==> src/rtl/vram_pkg.sv <==
// Shared constants and types for the VRAM arbiter slice.
//   FB_W/FB_H   : frame-buffer size in words (320x240, 2x2 down-scaled screen)
//   SCR_W/SCR_H : visible VGA screen size (640x480)
//   PIX_W       : pixel width, {B,G,R} 4 bits each
//   swap_state_e: front/back bank swap FSM states (used when BANK_SWAP_EN is defined)
package vram_pkg;

  localparam int unsigned FB_W  = 320;
  localparam int unsigned FB_H  = 240;
  localparam int unsigned SCR_W = 640;
  localparam int unsigned SCR_H = 480;
  localparam int unsigned PIX_W = 12;

  typedef enum logic [1:0] {
    SwIdle,
    SwPend,
    SwSwap
  } swap_state_e;

endpackage

==> src/rtl/vram_arbiter_if.sv <==
// Bus bundle between the VGA timing block, the drawing engine, the arbiter and the VRAM.
//   slave  : arbiter view (consumes VGA/draw/RAM-read signals, drives pixel/ready/RAM port)
//   master : environment view (VGA timing, drawing engine and VRAM model)
// Signals:
//   vga_rd/vga_row/vga_col -> pixel read request, vga_pix <- pixel one cycle later
//   vsync                  -> vertical sync (bank swap timing)
//   wr_valid/wr_x/wr_y/wr_data -> draw write, wr_ready <- accept
//   swap_req -> bank swap request, swap_done <- swap applied pulse
//   ram_addr/ram_we/ram_wdata <- VRAM port, ram_rdata -> VRAM read data (1-cycle latency)
interface vram_arbiter_if #(
  parameter int unsigned AW = 17
);
  logic          vga_rd;
  logic [9:0]    vga_row;
  logic [9:0]    vga_col;
  logic [11:0]   vga_pix;
  logic          vsync;
  logic          wr_valid;
  logic          wr_ready;
  logic [8:0]    wr_x;
  logic [7:0]    wr_y;
  logic [11:0]   wr_data;
  logic          swap_req;
  logic          swap_done;
  logic [AW:0]   ram_addr;
  logic          ram_we;
  logic [11:0]   ram_wdata;
  logic [11:0]   ram_rdata;

  modport slave (
    input  vga_rd, vga_row, vga_col, vsync, wr_valid, wr_x, wr_y, wr_data, swap_req,
           ram_rdata,
    output vga_pix, wr_ready, swap_done, ram_addr, ram_we, ram_wdata
  );

  modport master (
    output vga_rd, vga_row, vga_col, vsync, wr_valid, wr_x, wr_y, wr_data, swap_req,
           ram_rdata,
    input  vga_pix, wr_ready, swap_done, ram_addr, ram_we, ram_wdata
  );

endinterface

==> src/rtl/vram_wr_fifo.sv <==
// Synchronous write-buffer FIFO for drawing writes awaiting a free VRAM slot.
// Ports:
//   clk, rst_n : clock, asynchronous active-low reset (drops all entries)
//   push, wdata: enqueue an entry (ignored when full)
//   pop        : dequeue the head entry (ignored when empty)
//   full/empty : occupancy flags
//   head       : current head entry (valid when !empty)
// DEPTH must be a power of two so the pointers wrap naturally.
module vram_wr_fifo #(
  parameter int unsigned DEPTH = 4,
  parameter int unsigned WIDTH = 29
) (
  input  logic             clk,
  input  logic             rst_n,
  input  logic             push,
  input  logic             pop,
  input  logic [WIDTH-1:0] wdata,
  output logic             full,
  output logic             empty,
  output logic [WIDTH-1:0] head
);

  localparam int unsigned PW = (DEPTH > 1) ? $clog2(DEPTH) : 1;
  localparam logic [PW:0] FULL_CNT = (PW + 1)'(DEPTH);

  logic [WIDTH-1:0] mem_q [DEPTH];
  logic [PW-1:0]    wptr_q, rptr_q;
  logic [PW:0]      cnt_q;
  logic             do_push, do_pop;

  assign full    = (cnt_q == FULL_CNT);
  assign empty   = (cnt_q == '0);
  assign do_push = push & ~full;
  assign do_pop  = pop & ~empty;
  assign head    = mem_q[rptr_q];

  // Storage carries no reset; validity is tracked by the counter alone.
  always_ff @(posedge clk) begin
    if (do_push) begin
      mem_q[wptr_q] <= wdata;
    end
  end

  always_ff @(posedge clk or negedge rst_n) begin
    if (!rst_n) begin
      wptr_q <= '0;
      rptr_q <= '0;
      cnt_q  <= '0;
    end else begin
      if (do_push) begin
        wptr_q <= wptr_q + PW'(1);
      end
      if (do_pop) begin
        rptr_q <= rptr_q + PW'(1);
      end
      case ({do_push, do_pop})
        2'b10:   cnt_q <= cnt_q + (PW + 1)'(1);
        2'b01:   cnt_q <= cnt_q - (PW + 1)'(1);
        default: cnt_q <= cnt_q;
      endcase
    end
  end

endmodule

==> src/rtl/vram_arbiter.sv <==
// Shares one single-port synchronous VRAM between VGA scan-out reads and buffered drawing
// writes. In-range VGA reads always own the RAM; queued writes drain into any other cycle.
// Screen coordinates (640x480) map onto the 320x240 frame buffer at 2x2 scale.
// Ports:
//   clk   : pixel clock
//   rst_n : asynchronous active-low reset
//   bus   : vram_arbiter_if.slave (VGA read, draw write, swap, VRAM port)
// Configuration:
//   BANK_SWAP_EN defined  : double buffering; reads use the front bank, writes the back bank
//                           (ram_addr MSB); swap_req swaps banks on a vsync rising edge once
//                           all buffered writes have drained.
//   BANK_SWAP_EN undefined: single bank, ram_addr MSB=0, swap_req ignored, swap_done=0.
module vram_arbiter
  import vram_pkg::*;
#(
  parameter int unsigned FIFO_DEPTH = 4,
  parameter int unsigned AW         = 17
) (
  input logic           clk,
  input logic           rst_n,
  vram_arbiter_if.slave bus
);

  localparam int unsigned EW = AW + PIX_W;

  logic [8:0]    rd_y, rd_x;
  logic [AW-1:0] rd_addr, wr_addr;
  logic          rd_grant, wr_in_range, wr_ready, push, pop;
  logic          fifo_full, fifo_empty;
  logic [EW-1:0] fifo_head;
  logic          rd_bank, wr_bank, swap_block;
  logic [AW:0]   addr_d, addr_q;
  logic          rd_valid_q;

  // y*320 + x as (y<<8)+(y<<6)+x; legal coordinates never exceed AW bits.
  assign rd_y    = bus.vga_row[9:1];
  assign rd_x    = bus.vga_col[9:1];
  assign rd_addr = (AW'(rd_y) << 8) + (AW'(rd_y) << 6) + AW'(rd_x);
  assign wr_addr = (AW'(bus.wr_y) << 8) + (AW'(bus.wr_y) << 6) + AW'(bus.wr_x);

  assign rd_grant    = bus.vga_rd && (bus.vga_row < 10'(SCR_H)) && (bus.vga_col < 10'(SCR_W));
  assign wr_in_range = (bus.wr_x < 9'(FB_W)) && (bus.wr_y < 8'(FB_H));

  assign wr_ready     = ~fifo_full & ~swap_block;
  assign bus.wr_ready = wr_ready;
  // Off-screen writes are accepted but never enter the queue.
  assign push         = bus.wr_valid & wr_ready & wr_in_range;
  assign pop          = ~rd_grant & ~fifo_empty;

  vram_wr_fifo #(
    .DEPTH (FIFO_DEPTH),
    .WIDTH (EW)
  ) u_wr_fifo (
    .clk   (clk),
    .rst_n (rst_n),
    .push  (push),
    .pop   (pop),
    .wdata ({wr_addr, bus.wr_data}),
    .full  (fifo_full),
    .empty (fifo_empty),
    .head  (fifo_head)
  );

  // RAM port: read beats write; an idle cycle keeps the previous address on the bus.
  always_comb begin
    addr_d     = addr_q;
    bus.ram_we = 1'b0;
    if (rd_grant) begin
      addr_d = {rd_bank, rd_addr};
    end else if (!fifo_empty) begin
      addr_d     = {wr_bank, fifo_head[EW-1:PIX_W]};
      bus.ram_we = 1'b1;
    end
  end

  assign bus.ram_addr  = addr_d;
  assign bus.ram_wdata = fifo_head[PIX_W-1:0];
  assign bus.vga_pix   = rd_valid_q ? bus.ram_rdata : '0;

  always_ff @(posedge clk or negedge rst_n) begin
    if (!rst_n) begin
      addr_q     <= '0;
      rd_valid_q <= 1'b0;
    end else begin
      addr_q     <= addr_d;
      rd_valid_q <= rd_grant;
    end
  end

`ifdef BANK_SWAP_EN
  swap_state_e state_q, state_d;
  logic        front_q, front_d;
  logic        vsync_q, vsync_rise;

  assign vsync_rise = bus.vsync & ~vsync_q;
  assign rd_bank    = front_q;
  assign wr_bank    = ~front_q;

  always_ff @(posedge clk or negedge rst_n) begin
    if (!rst_n) begin
      state_q <= SwIdle;
      front_q <= 1'b0;
      vsync_q <= 1'b0;
    end else begin
      state_q <= state_d;
      front_q <= front_d;
      vsync_q <= bus.vsync;
    end
  end

  // New writes are held off until the swap lands so the back bank is complete when shown.
  always_comb begin
    state_d       = state_q;
    front_d       = front_q;
    swap_block    = 1'b0;
    bus.swap_done = 1'b0;
    unique case (state_q)
      SwIdle: begin
        if (bus.swap_req) begin
          state_d = SwPend;
        end
      end
      SwPend: begin
        swap_block = 1'b1;
        if (fifo_empty && vsync_rise) begin
          state_d = SwSwap;
          front_d = ~front_q;
        end
      end
      SwSwap: begin
        swap_block    = 1'b1;
        bus.swap_done = 1'b1;
        state_d       = SwIdle;
      end
      default: state_d = SwIdle;
    endcase
  end
`else
  logic unused_swap;

  assign rd_bank       = 1'b0;
  assign wr_bank       = 1'b0;
  assign swap_block    = 1'b0;
  assign bus.swap_done = 1'b0;
  assign unused_swap   = bus.swap_req ^ bus.vsync;
`endif

endmodule

==> src/flat_wrapper.sv <==
// flat-port wrapper written by rule: the top's interface ports become plain ports
module vram_arbiter_flat import vram_pkg::*;
#(
  parameter int unsigned FIFO_DEPTH = 4,
  parameter int unsigned AW         = 17
)
  (clk, rst_n, bus_vga_rd, bus_vga_row, bus_vga_col, bus_vsync, bus_wr_valid, bus_wr_x, bus_wr_y, bus_wr_data, bus_swap_req, bus_ram_rdata, bus_vga_pix, bus_wr_ready, bus_swap_done, bus_ram_addr, bus_ram_we, bus_ram_wdata);
  vram_arbiter_if #(.AW(AW)) bus_i ();
  input logic clk;
  input logic rst_n;
  input wire logic [$bits(bus_i.vga_rd)-1:0] bus_vga_rd;
  input wire logic [$bits(bus_i.vga_row)-1:0] bus_vga_row;
  input wire logic [$bits(bus_i.vga_col)-1:0] bus_vga_col;
  input wire logic [$bits(bus_i.vsync)-1:0] bus_vsync;
  input wire logic [$bits(bus_i.wr_valid)-1:0] bus_wr_valid;
  input wire logic [$bits(bus_i.wr_x)-1:0] bus_wr_x;
  input wire logic [$bits(bus_i.wr_y)-1:0] bus_wr_y;
  input wire logic [$bits(bus_i.wr_data)-1:0] bus_wr_data;
  input wire logic [$bits(bus_i.swap_req)-1:0] bus_swap_req;
  input wire logic [$bits(bus_i.ram_rdata)-1:0] bus_ram_rdata;
  output wire logic [$bits(bus_i.vga_pix)-1:0] bus_vga_pix;
  output wire logic [$bits(bus_i.wr_ready)-1:0] bus_wr_ready;
  output wire logic [$bits(bus_i.swap_done)-1:0] bus_swap_done;
  output wire logic [$bits(bus_i.ram_addr)-1:0] bus_ram_addr;
  output wire logic [$bits(bus_i.ram_we)-1:0] bus_ram_we;
  output wire logic [$bits(bus_i.ram_wdata)-1:0] bus_ram_wdata;
  assign bus_i.vga_rd = bus_vga_rd;
  assign bus_i.vga_row = bus_vga_row;
  assign bus_i.vga_col = bus_vga_col;
  assign bus_i.vsync = bus_vsync;
  assign bus_i.wr_valid = bus_wr_valid;
  assign bus_i.wr_x = bus_wr_x;
  assign bus_i.wr_y = bus_wr_y;
  assign bus_i.wr_data = bus_wr_data;
  assign bus_i.swap_req = bus_swap_req;
  assign bus_i.ram_rdata = bus_ram_rdata;
  assign bus_vga_pix = bus_i.vga_pix;
  assign bus_wr_ready = bus_i.wr_ready;
  assign bus_swap_done = bus_i.swap_done;
  assign bus_ram_addr = bus_i.ram_addr;
  assign bus_ram_we = bus_i.ram_we;
  assign bus_ram_wdata = bus_i.ram_wdata;
  vram_arbiter #(.FIFO_DEPTH(FIFO_DEPTH), .AW(AW)) u_core (.clk(clk), .rst_n(rst_n), .bus(bus_i));
endmodule
==> config.mk <==
export PLATFORM = sky130hd
export DESIGN_NAME = vram_arbiter_flat
export DESIGN_NICKNAME = d
export VERILOG_FILES = /design/src/rtl/vram_pkg.sv /design/src/rtl/vram_arbiter_if.sv /design/src/rtl/vram_wr_fifo.sv /design/src/rtl/vram_arbiter.sv /design/src/flat_wrapper.sv
export SDC_FILE = /design/constraint.sdc
export NUM_CORES = 1
export LEC_CHECK = 0
export ABC_CLOCK_PERIOD_IN_PS = 2400
export BUFFER_PORTS_ARGS = -buffer_cell sky130_fd_sc_hd__buf_4
export CAP_MARGIN = 20
export CORE_ASPECT_RATIO = 0.8
export CORE_MARGIN = 3
export CORE_UTILIZATION = 35
export CTS_CLUSTER_SIZE = 40
export DETAILED_ROUTE_END_ITERATION = 8
export GPL_ROUTABILITY_DRIVEN = 0
export PLACE_DENSITY = 0.59
export SETUP_SLACK_MARGIN = 0.05
export SLEW_MARGIN = 20
export SYNTH_ARGS = -nofsm -noshare
export SYNTH_HDL_FRONTEND = slang
export SYNTH_SLANG_ARGS = --single-unit
export TNS_END_PERCENT = 20
==> constraint.sdc <==
create_clock -name clk -period 2.4 [get_ports clk]
set_input_delay 0.36 -clock clk [delete_from_list [all_inputs] [get_ports clk]]
set_output_delay 0.36 -clock clk [all_outputs]
set_load 0.01 [all_outputs]
### After elaboration in Yosys (flattened, before gate mapping)

Memories as Yosys holds them, arrays and structs flattened.
Cells that the tools add are included.

| storage, ports and cells | value |
|---|---|
| bits in registers | 26 |
| memory bits (writable) | 116 |
| input port bits | 67 |
| output and inout port bits | 45 |
| logic and storage cells | 42 |
| memories kept | 1 |

Memory list:

| memory | words | bits a word | read ports | clocked after Yosys merged registers in | wr ports | RTL line | text |
|---|---|---|---|---|---|---|---|
| u_core.u_wr_fifo.mem_q | 4 | 29 | 1 | 0 | 1 | vram_wr_fifo.sv:26 | `logic [WIDTH-1:0] mem_q [DEPTH];` |

| operators by class | value |
|---|---|
| add/subtract/negate cells | 8 |
| order comparisons | 4 |
| equal/unequal tests | 3 |
| multiplexer cells | 8 |
| bitwise operators | 8 |
| reduce and logical (&&, ||, !) cells | 5 |

Operators by type and width:

| operator | number |
|---|---|
| $mux 18 | 2 |
| $add 17x9->17 | 2 |
| $add 16x14->17 | 1 |
| $add 17x15->17 | 1 |
| $mux 12 | 1 |
| $lt 10x10->1 const B | 1 |
| $lt 10x9->1 const B | 1 |
| $lt 9x9->1 const B | 1 |
| $lt 8x8->1 const B | 1 |
| $pmux 3 s2 | 1 |
| $and 1x1->1 | 5 |
| $add 2x1->2 const B | 2 |
| $mux 1 | 4 |
| $add 3x1->3 const B | 1 |
| $eq 3x3->1 const B | 1 |
| $logic_and 1x1->1 | 3 |
| $logic_not 3->1 | 1 |
| $not 1->1 | 3 |
| $sub 3x1->3 const B | 1 |
| $eq 2x1->1 const B | 1 |
| $eq 2x2->1 const B | 1 |
| $reduce_bool 2->1 | 1 |

### Logic depth before layout (Yosys ltp)

| depth | value |
|---|---|
| word-level depth | 8 |
| gate-level depth with buffers | 11 |
| mapped depth without buffers | 10 |

### Cells and area by module

From an unflattened synthesis, not the netlist that was laid out.

| second synthesis, totals | value |
|---|---|
| cell total of the unflattened synthesis | 400 |
| area total of the unflattened synthesis | 6571.3 sq um |

By module, submodules not included:

| module | instances | cells an instance | area an instance (sq um) |
|---|---|---|---|
| vram_wr_fifo | 1 | 188 | 4630.7 |
| vram_arbiter | 1 | 212 | 1940.6 |

### Least setup slack after synthesis

Ideal clock, no wire load.

| timing path | value |
|---|---|
| path type | input port to output port |
| start | in bus_vga_col[9] |
| end | out bus_ram_addr[12] |
| data arrival time | 2259 ps |
| required time | 2040 ps |
| slack | -219 ps |
| stages on the path | 9 |
| path through | inv_1 fa_1 inv_1 ha_1 a211oi_1 o21a_1 nor2_1 xnor2_1 o21ai_0 |

| on the way | value |
|---|---|
| longest elaborated chain between the ends | 3 |
| elaborated cells between the ends (all ways) | 4 |

RTL lines:

| item | RTL line | text |
|---|---|---|
| start: declaration | flat_wrapper.sv:13 | `input wire logic [$bits(bus_i.vga_col)-1:0] bus_vga_col;` |
| parallel branches: the longest is 2 deep, another holds $add 17x9->17 | -- |  |
| $mux 18 * | vram_arbiter.sv:68 | `if (rd_grant) begin` |
| end: declaration | flat_wrapper.sv:24 | `output wire logic [$bits(bus_i.ram_addr)-1:0] bus_ram_addr;` |

Mark *: on every way between the ends.

### Worst setup path in the final report

| timing path | value |
|---|---|
| start | in bus_vga_row[3] |
| end | out bus_ram_addr[14] |

| on the way | value |
|---|---|
| longest elaborated chain between the ends | 4 |
| elaborated cells between the ends (all ways) | 6 |

RTL lines:

| item | RTL line | text |
|---|---|---|
| start: declaration | flat_wrapper.sv:12 | `input wire logic [$bits(bus_i.vga_row)-1:0] bus_vga_row;` |
| parallel branches: the longest is 3 deep, another holds $add 17x15->17 | -- |  |
| $mux 18 * | vram_arbiter.sv:68 |  |

Marks and branches as above.

==> out/qor.yml <==
timing:
  clock-skew-final_ps: 4.90
  achievable-frequency_mhz: 372
  min_period_ps: 2690
  final.setup.tns_ps: -1910
  final.setup.worst_slack_ps: -286
  finalSetupViolCount: 9
  final_min_period_over_clock_period_pct: 112
  rsz_0062_raised_after_global_routing: "true"
  finalMaxSlewViolations: 0
  hold_viol: 0
pwr:
  power.density_mw_per_mm2: 1070
  static_leakage_uw: 0.00345
  vdd_drop_max_v: 0.000502
placement:
  preCtsSetupSlack_ps: -328
  post-place-cells: 761
  io_buffers: 106
  hpwlAfterDp_mm: 9.92
cts:
  clock_latency_ps: 420
  h-tree-depth: 4
  clk_root_buffer_cell: "sky130_fd_sc_hd__clkbuf_16"
  cts_tree: "yes"
  cts_buffers: 17
  ctsLongestPathBuffers: 2
  path_clk_slew_ps: 60
  count_of_clock_tree_sinks: 142
floorplanning:
  die_area_sq_mm: 0.0202
  floorplan.io_pins: 112
  die_w_microns: 158
  initial_utilization_pct: 36.6
  core_sq_mm: 0.0178
  die-height_microns: 128
  number_of_placement_rows: 43
run_status:
  failing_checks: "setup timing"
  run_status: "finished with violations"
global_routing:
  number_of_antenna_violations_at_the_first_check_in_global_routing: 0
  grt_start_max_net_pins: 27
  global_route.usage.total_pct: 14.5
  wire_length_of_the_first_global_routing_pass_mm: 21.8
  global_route.overflow_total: 0
  first_global_vias: 4144
synth:
  synthesis.instances: 401
  ys.warnings.count: 0
  post_synth_main_area_contributors: "sky130_fd_sc_hd__edfxtp_1, sky130_fd_sc_hd__dfrtp_1, sky130_fd_sc_hd__mux4_2"
  syn_nets: 510
  netlist_area_sq_mm: 0.00650
  synth.yosys.seq_area_share_pct: 63.6
  syn_area_per_cell_sq_um: 16.2
  area_share_of_the_largest_cell_type_after_synthesis_pct: 53.6
  netlist-cell-type-count: 42
  synth-seq-cells: 142
  yosys.area.top_type: "sky130_fd_sc_hd__edfxtp_1"
route:
  drt_iter0_drc: 150
  postRouteWirelength_mm: 14.2
  drc_errors: 0
  wire_per_inst_microns: 17.7
  drt_first_pass_iters: 4
  final_antenna_net_count: 0
  route.vias.total: 3897
  routed_via_density: 4.87
worst_setup_path:
  timing.setup.critical_path_class: "input pin to output port"
  cp-end-kind: "output port"
  cp_data_required_time_ps: 2040
  worstSetupStartpointType: "input pin"
  crit_arrival_ps: 2330
  worst-path-max-fanout: 2
  timing.reg2reg.worst_path_depth: 10
finish:
  fraction_of_layout_instances_using_a_drive_strength_above_1_pct: 44.7
  final_core_util_pct: 49.0
  syn_to_final_growth_pct: 33.8
  finish.cell_count_without_fillers: 800
  final_nets: 671
  num_antenna_cells: 0
worst_hold_path:
  hold_path_class: "input pin to flip-flop"
  min_delay_path_depth: 1
flow_run:
  maxCapViolCount: 0
[cell usage in the layout, fill, tap and decap left out, types with 7 or more instances in the layout]
master,count
sky130_fd_sc_hd__buf_4,144
sky130_fd_sc_hd__edfxtp_1,116
sky130_fd_sc_hd__ha_1,33
sky130_fd_sc_hd__mux4_2,28
sky130_fd_sc_hd__dfrtp_1,25
sky130_fd_sc_hd__inv_1,17
sky130_fd_sc_hd__nand2_1,17
sky130_fd_sc_hd__clkbuf_16,17
sky130_fd_sc_hd__and2_1,16
sky130_fd_sc_hd__mux2i_1,13
sky130_fd_sc_hd__nor2_1,12
sky130_fd_sc_hd__o21ai_0,11
sky130_fd_sc_hd__o21ai_2,10
sky130_fd_sc_hd__xnor2_1,7
sky130_fd_sc_hd__inv_6,7
sky130_fd_sc_hd__buf_6,7
[Yosys cell counts]
master	count
sky130_fd_sc_hd__edfxtp_1	116
sky130_fd_sc_hd__ha_1	37
sky130_fd_sc_hd__dfrtp_1	26
sky130_fd_sc_hd__mux4_2	25
sky130_fd_sc_hd__inv_1	23
sky130_fd_sc_hd__o21ai_0	21
sky130_fd_sc_hd__nand2_1	17
sky130_fd_sc_hd__and2_1	16
sky130_fd_sc_hd__mux2i_1	13
sky130_fd_sc_hd__nor2_1	13
sky130_fd_sc_hd__a21oi_1	8
sky130_fd_sc_hd__xnor2_1	8
sky130_fd_sc_hd__xor2_1	6
sky130_fd_sc_hd__clkbuf_1	5
sky130_fd_sc_hd__fa_1	5
sky130_fd_sc_hd__mux2_2	5
sky130_fd_sc_hd__a211oi_1	4
sky130_fd_sc_hd__buf_2	4
sky130_fd_sc_hd__buf_4	4
sky130_fd_sc_hd__mux4_1	4
sky130_fd_sc_hd__o21a_1	4
sky130_fd_sc_hd__o22ai_1	4
sky130_fd_sc_hd__nand2b_1	3
sky130_fd_sc_hd__o21ai_1	3
sky130_fd_sc_hd__o31ai_1	3
sky130_fd_sc_hd__a21boi_0	2
sky130_fd_sc_hd__a21o_1	2
sky130_fd_sc_hd__nand3_1	2
sky130_fd_sc_hd__nand4_1	2
sky130_fd_sc_hd__nor2b_1	2
sky130_fd_sc_hd__o31a_1	2
sky130_fd_sc_hd__or2_2	2
sky130_fd_sc_hd__a211o_1	1
sky130_fd_sc_hd__and3_1	1
sky130_fd_sc_hd__and4_1	1
sky130_fd_sc_hd__buf_6	1
sky130_fd_sc_hd__conb_1	1
sky130_fd_sc_hd__nor3_1	1
sky130_fd_sc_hd__nor4_1	1
sky130_fd_sc_hd__o211ai_1	1
sky130_fd_sc_hd__o311a_1	1
sky130_fd_sc_hd__or4_1	1
[cell families (layout without fill, tap and decap cells)]
group                      count (synthesis)  count (layout)  synth area share (%)
AOI/OAI and AO/OA                         56              56                  5.26
adders and majority gates                 42              42                  8.66
buffers and inverters                     37             211                  2.56
DFF                                      142             142                  63.6
xor gates and xnor gates                  14              14                  1.89
muxes                                     47              47                  13.1
other                                      1               1                0.0577
and+or+nand+nor                           62              62                  4.81
[critical path: stages]
cell and delay (ps):
sky130_fd_sc_hd__buf_8 90, sky130_fd_sc_hd__inv_8 30, sky130_fd_sc_hd__fa_2 590, sky130_fd_sc_hd__inv_2 50, sky130_fd_sc_hd__ha_4 280, sky130_fd_sc_hd__a211oi_4 60
sky130_fd_sc_hd__o21a_1 220, sky130_fd_sc_hd__o31ai_2 230, sky130_fd_sc_hd__xnor2_1 110, sky130_fd_sc_hd__o21ai_2 160, sky130_fd_sc_hd__buf_4 140
[layout make-up]
class	count	area (sq um)
Fill cell	1495	9060
Clock buffer	17	425
Multi-Input combinational cell	222	2350
Clock inverter	15	150
Tap cell	225	282
Inverter	23	96.3
Timing Repair Buffer	156	1250
Sequential cell	142	4140
[layer usage]
metal,share of wire [%],GRT usage (%)
met4,0.75,4.25
met5,0,0
met3,6.8,4.72
met2,45,22.7
met1,47,19.6
[where the power goes]
group          switching (uW)  internal, uW  total, uW
sequential                152          3190       3350
combinational            1650          1800       3450
clock                    1070          1460       2530
[what timing repair did]
item	CTS	global route
endpoints found under the hold margin	26	0
setup buffers	2	3
hold buffers	1	0
endpoints found under the setup margin	17	18
pin swaps	13	19
cloned	1	0
gates resized for setup	21	22
[registers in the layout, summed over array words and instances, names as in the netlist]
register,flops
u_core.u_wr_fifo.mem_q,116
u_core.addr_q,18
u_core.u_wr_fifo.cnt_q,3
u_core.u_wr_fifo.rptr_q,2
u_core.u_wr_fifo.wptr_q,2
u_core.rd_valid_q,1
[through the flow]
| stage | area (sq um) | total power, uW | hold slack, ps |
|---|---|---|---|
| after floorplan | 6580 | 5260 | 64.4 |
| after global placement | 7920 | 6580 | 306 |
| after detailed placement | 7920 | 6670 | 317 |
| after CTS | 8610 | 9380 | 117 |
| after global routing | 8690 | 9870 | 117 |
| final | 8690 | 9330 | 140 |
[worst paths after layout]
kind | from | end | slack [ps]
worst max-delay path | bus_vga_row[3] | bus_ram_addr[14] | -290
worst min-delay path | bus_wr_data[9] | u_core.u_wr_fifo.mem_q[1][9] | 140
worst max register to register | u_core.u_wr_fifo.cnt_q[0] | u_core.u_wr_fifo.cnt_q[2] | 240
worst min register to register | u_core.u_wr_fifo.cnt_q[2] | u_core.u_wr_fifo.cnt_q[2] | 520
max in group asynchronous | rst_n | u_core.u_wr_fifo.rptr_q[0] | 1690
min in group asynchronous | rst_n | u_core.addr_q[17] | 400
No activity file was read; power rests on OpenSTA's default activity.
